## src/rtl/lsu_unit.sv

```systemverilog
// Load/store unit: accepts one memory op per visit to IDLE, drives a
// request/grant/rvalid bus, and returns aligned, extended load data.
module lsu_unit (
  input  logic        clk,
  input  logic        rst,
  input  logic        lsu_valid,
  input  logic        lsu_we,
  input  logic [2:0]  lsu_funct3,
  input  logic [31:0] lsu_addr,
  input  logic [31:0] lsu_wdata,
  output logic        lsu_busy,
  output logic        lsu_done,
  output logic        lsu_fault,
  output logic [31:0] lsu_rdata,
  output logic        mem_req,
  output logic        mem_we,
  output logic [31:0] mem_addr,
  output logic [31:0] mem_wdata,
  output logic [3:0]  mem_wstrb,
  input  logic        mem_gnt,
  input  logic        mem_rvalid,
  input  logic [31:0] mem_rdata
);

  typedef enum logic [1:0] {IDLE, REQ, WAIT, DONE} state_t;

  state_t      state, state_next;
  logic        we_q;
  logic [2:0]  funct3_q;
  logic [31:0] addr_q;
  logic [31:0] wdata_q;
  logic        fault_q;
  logic        op_fault;
  logic [7:0]  byte_lane;
  logic [15:0] half_lane;
  logic [31:0] load_data;

  // Decode of the incoming op; funct3[1:0] encodes the access size.
  always_comb begin
    logic illegal;
    logic misaligned;
    if (lsu_we) illegal = (lsu_funct3 == 3'b011) || lsu_funct3[2];
    else        illegal = (lsu_funct3 == 3'b011) || (lsu_funct3[2:1] == 2'b11);
    misaligned = ((lsu_funct3[1:0] == 2'b01) && lsu_addr[0]) ||
                 ((lsu_funct3[1:0] == 2'b10) && (lsu_addr[1:0] != 2'b00));
    op_fault = illegal || misaligned;
  end

  always_comb begin
    case (addr_q[1:0])
      2'd0:    byte_lane = mem_rdata[7:0];
      2'd1:    byte_lane = mem_rdata[15:8];
      2'd2:    byte_lane = mem_rdata[23:16];
      default: byte_lane = mem_rdata[31:24];
    endcase
    half_lane = addr_q[1] ? mem_rdata[31:16] : mem_rdata[15:0];
    case (funct3_q)
      3'b000:  load_data = {{24{byte_lane[7]}}, byte_lane};
      3'b001:  load_data = {{16{half_lane[15]}}, half_lane};
      3'b100:  load_data = {24'd0, byte_lane};
      3'b101:  load_data = {16'd0, half_lane};
      default: load_data = mem_rdata;
    endcase
  end

  always_comb begin
    state_next = state;
    case (state)
      IDLE: if (lsu_valid)  state_next = op_fault ? DONE : REQ;
      REQ:  if (mem_gnt)    state_next = we_q ? DONE : WAIT;
      WAIT: if (mem_rvalid) state_next = DONE;
      DONE:                 state_next = IDLE;
      default:              state_next = IDLE;
    endcase
  end

  always_ff @(posedge clk) begin
    if (rst) begin
      state     <= IDLE;
      fault_q   <= 1'b0;
      lsu_rdata <= '0;
    end else begin
      state <= state_next;
      if (state == IDLE && lsu_valid) fault_q <= op_fault;
      if (state == WAIT && mem_rvalid) lsu_rdata <= load_data;
    end
  end

  // NOTE: the op payload is only read after it has been captured in IDLE,
  // so these registers need no reset and stay out of the reset path.
  always_ff @(posedge clk) begin
    if (state == IDLE && lsu_valid) begin
      we_q     <= lsu_we;
      funct3_q <= lsu_funct3;
      addr_q   <= lsu_addr;
      wdata_q  <= lsu_wdata;
    end
  end

  assign lsu_busy  = (state != IDLE);
  assign lsu_done  = (state == DONE);
  assign lsu_fault = lsu_done && fault_q;
  assign mem_req   = (state == REQ);
  assign mem_we    = mem_req && we_q;
  assign mem_addr  = {addr_q[31:2], 2'b00};

  always_comb begin
    case (funct3_q[1:0])
      2'b00:   mem_wdata = {4{wdata_q[7:0]}};
      2'b01:   mem_wdata = {2{wdata_q[15:0]}};
      default: mem_wdata = wdata_q;
    endcase
    mem_wstrb = 4'b0000;
    if (mem_we) begin
      case (funct3_q[1:0])
        2'b00:   mem_wstrb = 4'b0001 << addr_q[1:0];
        2'b01:   mem_wstrb = addr_q[1] ? 4'b1100 : 4'b0011;
        default: mem_wstrb = 4'b1111;
      endcase
    end
  end

endmodule

```

## config.mk

```make
export PLATFORM = sky130hd
export DESIGN_NAME = lsu_unit
export DESIGN_NICKNAME = d
export VERILOG_FILES = /design/src/rtl/lsu_unit.sv
export SDC_FILE = /design/constraint.sdc
export NUM_CORES = 1
export LEC_CHECK = 0
export ABC_AREA = 1
export BUFFER_PORTS_ARGS = -buffer_cell sky130_fd_sc_hd__buf_2
export CAP_MARGIN = 20
export CORE_MARGIN = 5
export CORE_UTILIZATION = 45
export CTS_CLUSTER_SIZE = 30
export DETAILED_ROUTE_END_ITERATION = 10
export PLACE_DENSITY = 0.77
export SYNTH_ARGS = -nofsm -noshare
export SYNTH_HDL_FRONTEND = slang
export SYNTH_SLANG_ARGS = --single-unit
```

## constraint.sdc

```tcl
create_clock -name clk -period 4.45 [get_ports clk]
set_input_delay 1.335 -clock clk [delete_from_list [all_inputs] [get_ports clk]]
set_output_delay 1.335 -clock clk [all_outputs]
set_load 0.02 [all_outputs]
```

==> results of run 1 <==
==> kinds of logic (layout without fill, tap and decap cells) <==
family / Yosys count / count (layout) / synth area share, %
fa+ha+maj: 5 / 5 / 1.307
flops: 103 / 103 / 57.28
other cells: 1 / 2 / 0.07832
compound gates: 107 / 107 / 12.54
buf+inv: 109 / 273 / 12.54
simple gates: 182 / 182 / 16.25
==> Yosys cell counts (all sizes together) <==
cell type	number	area share, %
clkbuf	9	0.71
conb	1	0.078
nand2	113	9.4
a21oi	30	3.2
ha	5	1.3
a31oi	3	0.39
inv	47	3.7
buf	53	8.1
nor2	46	3.9
edfxtp	68	43
dfxtp	35	15
o21ai	66	7.7
nor3	5	0.52
o211ai	8	1.3
or2	5	0.65
nand3b	1	0.16
nand3	12	1.6
==> metal layers <==
metal | routed length [µm] | track usage (%) | share of wire [%]
met1 | 4743 | 21.63 | 36
met3 | 1402 | 7.861 | 11
met4 | 297 | 7.612 | 2.3
met2 | 6565 | 35.98 | 50
met5 | 0 | 0 | 0
==> final cells by class <==
type                    instances  area [µm²]
multi-input cells             296        1449
flip-flops and latches        103        2743
inverters                      47       178.9
clock buffers                   9       123.9
clock inverters                 7       62.56
fillers                       950        4584
repair buffers                210        1059
well taps                     136       170.2
==> cells in the final DEF (no fill, tap or decap), types with 5 or more instances in the layout <==
| cell | netlist | final |
|---|---|---|
| o21ai_0 | 53 | 53 |
| a21oi_1 | 29 | 29 |
| nor3_1 | 5 | 5 |
| o211ai_1 | 8 | 8 |
| inv_2 | 4 | 5 |
| nand3_1 | 10 | 10 |
| inv_1 | 42 | 41 |
| or2_2 | 5 | 5 |
| nand2_1 | 109 | 109 |
| o21ai_2 | 10 | 10 |
| clkbuf_8 | 0 | 9 |
| dfxtp_1 | 35 | 35 |
| nor2_1 | 44 | 44 |
| buf_2 | 6 | 207 |
| edfxtp_1 | 68 | 68 |
| ha_1 | 5 | 5 |
==> metrics by stage <==
step | total power, mW | hold slack [ns] | util [%]
2_1_floorplan | 2.199 | 0.4929 | -
4_1_cts | 3.055 | 0.5522 | 55.79
5_1_grt | 3.217 | 0.5939 | 55.79
3_5_place_dp | 2.498 | 0.5201 | 53.99
6_report | 3.024 | 0.5473 | 55.79
3_3_place_gp | 2.460 | 0.5120 | 53.99
==> power groups by stage <==
stage	sequential (mW)	combinational, mW	clock, mW
finish	1.35	1.12	0.551
global route	1.37	1.23	0.615
CTS	1.35	1.13	0.573
detailed placement	1.37	1.13	0
global placement	1.36	1.10	0
floorplan	1.43	0.770	0
==> flip-flops by register name, indices dropped and copies added, names as in the netlist <==
register / flops
wdata_q: 32
state: 2
funct3_q: 3
lsu_rdata: 32
fault_q: 1
we_q: 1
addr_q: 32
==> path summary, 6_finish.rpt <==
check,startpoint,end,cells after the start
max reg2reg,state[0],lsu_rdata[12],7
min,fault_q,fault_q,2
min reg2reg,fault_q,fault_q,2
max,funct3_q[1],mem_wstrb[1],7
==> worst register-to-register path: stages, from the launching register on <==
cell and delay, ns:
dfxtp_1 0.37, inv_1 0.13, ha_1 0.18, nand2_1 0.11, inv_2 0.65, o21ai_0 0.24, a21oi_1 0.22, a21oi_1 0.09
==> reports/results.txt, run 1 <==
crit-path cells = buf_4 > inv_2 > nand2_4 > inv_2 > nand3_1 > a31oi_1 > buf_2
Hold-fix buffers, CTS = 0
ANT cells = 0
Reg clk slew, reported paths = 0.09 ns
Mapped Avg Cell Area = 9.444 µm²
Rows = 37
Pint = 1.811 mW
Peak supply drop = 0.3805 mV
Clock Root Buffer = clkbuf_8
Setup WS post-layout = 0.8865 ns
IO Count = 210
Post-CTS Setup Repair Bufs = 0
Inst Count DP = 792
Residual DRC = 0
DIE AREA = 12800 µm²
clock power share = 18.2%
Pwr Density = 522.7 nW/µm²
Sw Share = 40.13%
TritonRoute pass-1 iters = 5
Distinct cells, synth = 31
area grow syn2layout = 20.83%
vias = 3999
Final Max Tran Viols = 0
Final setup viols = 0
sequential power share = 44.7%
global placement routability congestion = 0.8556
vias in the first global route = 4090
CP required = 3.12 ns
Static Leak = 2.808 nW
# nets final = 777
CP Buf/Inv Count = 4
CP Capture Type = primary output
Max Root-Sink Buffers = 2
share of layout cells above drive strength 1 = 38.10%
total track usage = 20.22%
post-CTS resize count = 0
Initial Util = 46.18%
status = finished, final reports clean
Crit path largest cell delay = 0.37 ns
class of the worst hold path = flip-flop to flip-flop
DP Area = 5599 µm²
family with the most delay on the worst path = buffers and inverters
Die Wd = 113.2 µm
DR vias/cell = 4.949
worst-path maximum fanout = 33
critical path class = flip-flop to primary output
Overflow after GRT = 0
Yosys Warn Count = 0
Num CTS Buffers = 9
initial antenna violation count = 0
core area = 10370 µm²
unrepaired setup endpoints after global routing = false
Peak Freq = 0.2806 GHz
Die Y-Extent = 113.2 µm
reg2reg setup slack = 2.34 ns
Fin. Hold Viols = 0
Worst-Skew Late Latency = 0.36 ns
DRT antenna net count = 0
fin crit period = 3.564 ns
post-synthesis cell area = 4788 µm²
most used cell, CP = inv_2
Slew HR = 41.47%
Sink Count = 103
Max Cap Violations = 0
CP arrival = 2.23 ns
DPL Wire Length = 10090 µm
CTS tree = done
Fin Setup TNS = 0 ns
Place WS = 1.263 ns
Mapped Cells = 507
first-pass GRT wire length = 20240 µm
Worst Tran Pin Value = 0.8767 ns
Crit-path slowest cell = inv_2
Clock Skew = 0.01251 ns
Seq/Total Area, Yosys = 57.28%
H-tree Lvls = 3
Gate power share = 37.1%
wire per inst = 16.10 µm
Layout Cells excl Fill = 808
I/O Buffers = 207
P_sw = 1.214 mW
final wirelength = 13010 µm
CP startpoint kind = flip-flop
post-route cell area = 5786 µm²
flops & latches, synth = 103
part of the cycle the worst path needs = 80.08%
largest net degree at the start of global routing = 64
DRT iter0 DRCs = 287
Power figures use the tool's default switching activity.
==> run 2: changes to the inputs <==
CORE_UTILIZATION = 43   (was 45)
clock period = 3.1 ns   (was 4.45 ns; I/O delays follow)
==> run 2 against run 1 <==
Compared with the run above: combinational power rose by 47%; critical endpoint unchanged; via count about the same; clock skew grew 0.00082 ns; first-iteration DRC count is 14% lower; clock power up 73%.
==> reports/results.txt, run 2 (synthesized netlist as in run 1, its figures left out) <==
status = finished, final reports clean
total track usage = 19.02% (-1.2 points)
Initial Util = 43.98% (-2.2 points)
most frequent cells in the layout = buf_2 (207), nand2_1 (109), edfxtp_1 (68), o21ai_0 (53), nor2_1 (44)
Die Y-Extent = 115.5 µm (+2.1%)
area of the multi-input gates = 1449 µm² (unchanged)
I/O Buffers = 207 (unchanged)
Peak Freq = 0.3592 GHz
initial antenna violation count = 2 (+2)
worst reg2reg startpoint = state[0]
# nets final = 781 (+0.51%)
DPL Wire Length = 10180 µm (+0.84%)
DIE AREA = 13350 µm² (+4.2%)
CP startpoint kind = flip-flop
CP arrival = 1.85 ns (-0.38 ns)
TritonRoute pass-1 iters = 5 (unchanged)
Max Root-Sink Buffers = 2 (unchanged)
final wirelength = 12850 µm (-1.3%)
Worst-Skew Late Latency = 0.37 ns (about the same)
Reg2Reg Capture Point = lsu_rdata[22]
Hold-fix buffers, CTS = 0 (unchanged)
Fin. Hold Viols = 0 (unchanged)
critical path class = flip-flop to primary output
Peak supply drop = 0.5791 mV (+52%)
DRT iter0 DRCs = 248 (-14%)
Worst Tran Pin Value = 0.6975 ns (-0.1792 ns)
Reg clk slew, reported paths = 0.10 ns (about the same)
Static Leak = 2.860 nW (+1.8%)
Sink Count = 103 (unchanged)
Slew HR = 53.43% (+12 points)
Final Max Tran Viols = 0 (unchanged)
Clock Skew = 0.01333 ns (+0.0008195 ns)
vias in the first global route = 3956 (-3.3%)
ANT cells = 0 (unchanged)
Crit path largest cell delay = 0.43 ns (+0.06 ns)
Rows = 38 (+2.7%)
core area = 10890 µm² (+5.0%)
unrepaired setup endpoints after global routing = false
post-CTS resize count = 0 (unchanged)
DR vias/cell = 4.900 (-1.0%)
Crit-path slowest cell = edfxtp_1
vias = 3998 (-0.025%)
DRT antenna net count = 0 (unchanged)
total power = 4.522 mW (+50%)
CTS tree = done
CP required = 2.17 ns (-0.95 ns)
Clock Root Buffer = clkbuf_8
global placement routability congestion = 0.9149 (+6.9%)
wire per inst = 15.74 µm (-2.2%)
Min Hold Slack = 0.5481 ns (+0.0008640 ns)
H-tree Lvls = 3 (unchanged)
reg2reg setup slack = 1.15 ns (-1.19 ns)
worst reg-to-reg path cell count = 9 (+2)
worst setup path end = mem_wstrb[1]
first-pass GRT wire length = 19430 µm (-4.0%)
Die Wd = 115.5 µm (+2.1%)
crit-path cells = inv_1 > nand2_4 > inv_2 > nand3_1 > a31oi_1 > buf_2
area grow syn2layout = 22.63%
Residual DRC = 0 (unchanged)
Overflow after GRT = 0 (unchanged)
Final setup viols = 0 (unchanged)
fin crit period = 2.784 ns
share of layout cells above drive strength 1 = 38.31% (+0.22 points)
worst-path maximum fanout = 19 (-42%)
Largest regs = addr_q (32), lsu_rdata (32), wdata_q (32)
Pwr Density = 770.2 nW/µm² (+47%)
Max Cap Violations = 0 (unchanged)
part of the cycle the worst path needs = 89.80%
Worst Setup SP = funct3_q[0]
largest net degree at the start of global routing = 50 (-22%)
Num CTS Buffers = 9 (unchanged)
Post-CTS Setup Repair Bufs = 0 (unchanged)
IO Count = 210 (unchanged)
Fillers = 959 (+0.95%)
class of the worst hold path = flip-flop to flip-flop
CP Capture Type = primary output
Fin Setup TNS = 0 ns (unchanged)
commonest non-fill, non-tap cell in the layout = buf_2
register area = 2743 µm² (unchanged)
## run 2: critical path, delay by kind of cell (launching register included)
kind	cells	cell delay, ns
buf+inv	3	0.69
flops	1	0.43
simple gates	2	0.22
compound gates	1	0.15
## run 2: layout make-up
type                       count  share of cell area, %
inverter                      47                  3.047
clock buffer                   9                  2.110
clock inverter                 7                  1.726
tap                          140                  2.983
multi-input combinational    296                  24.68
sequential                   103                  46.71
timing repair buffer         214                  18.75
## run 2: worst min path at each step
stage,start,to,cells past startpoint
after floorplan,state[0],state[0],2
after global placement,fault_q,fault_q,2
after detailed placement,lsu_rdata[2],lsu_rdata[2],2
after CTS,state[0],state[0],2
after global routing,lsu_rdata[2],lsu_rdata[2],2
final,lsu_rdata[0],lsu_rdata[0],2
## run 2: stage by stage
stage	util, %	std cells	cell area (µm²)	setup WS [ns]
2_1_floorplan	-	508	4792	0.3526
3_5_place_dp	51.86	800	5647	0.7142
6_report	53.93	816	5872	0.3163
4_1_cts	53.93	816	5872	0.2869
5_1_grt	53.93	816	5872	0.1726
3_3_place_gp	51.86	800	5647	0.7934
## run 2: power by group
group / internal, mW / switching (mW)
Sequential: 1.80 / 0.119
Combinational: 0.508 / 1.14
Clock: 0.467 / 0.485
## run 2: metal layers
layer | vias up | GRT usage (%) | routed length [µm]
li1 | 1959 | - | -
met1 | 1798 | 20.40 | 4642
met2 | 208 | 33.60 | 6313
met3 | 29 | 6.841 | 1507
met4 | 4 | 8.451 | 361
met5 | - | 0 | 21
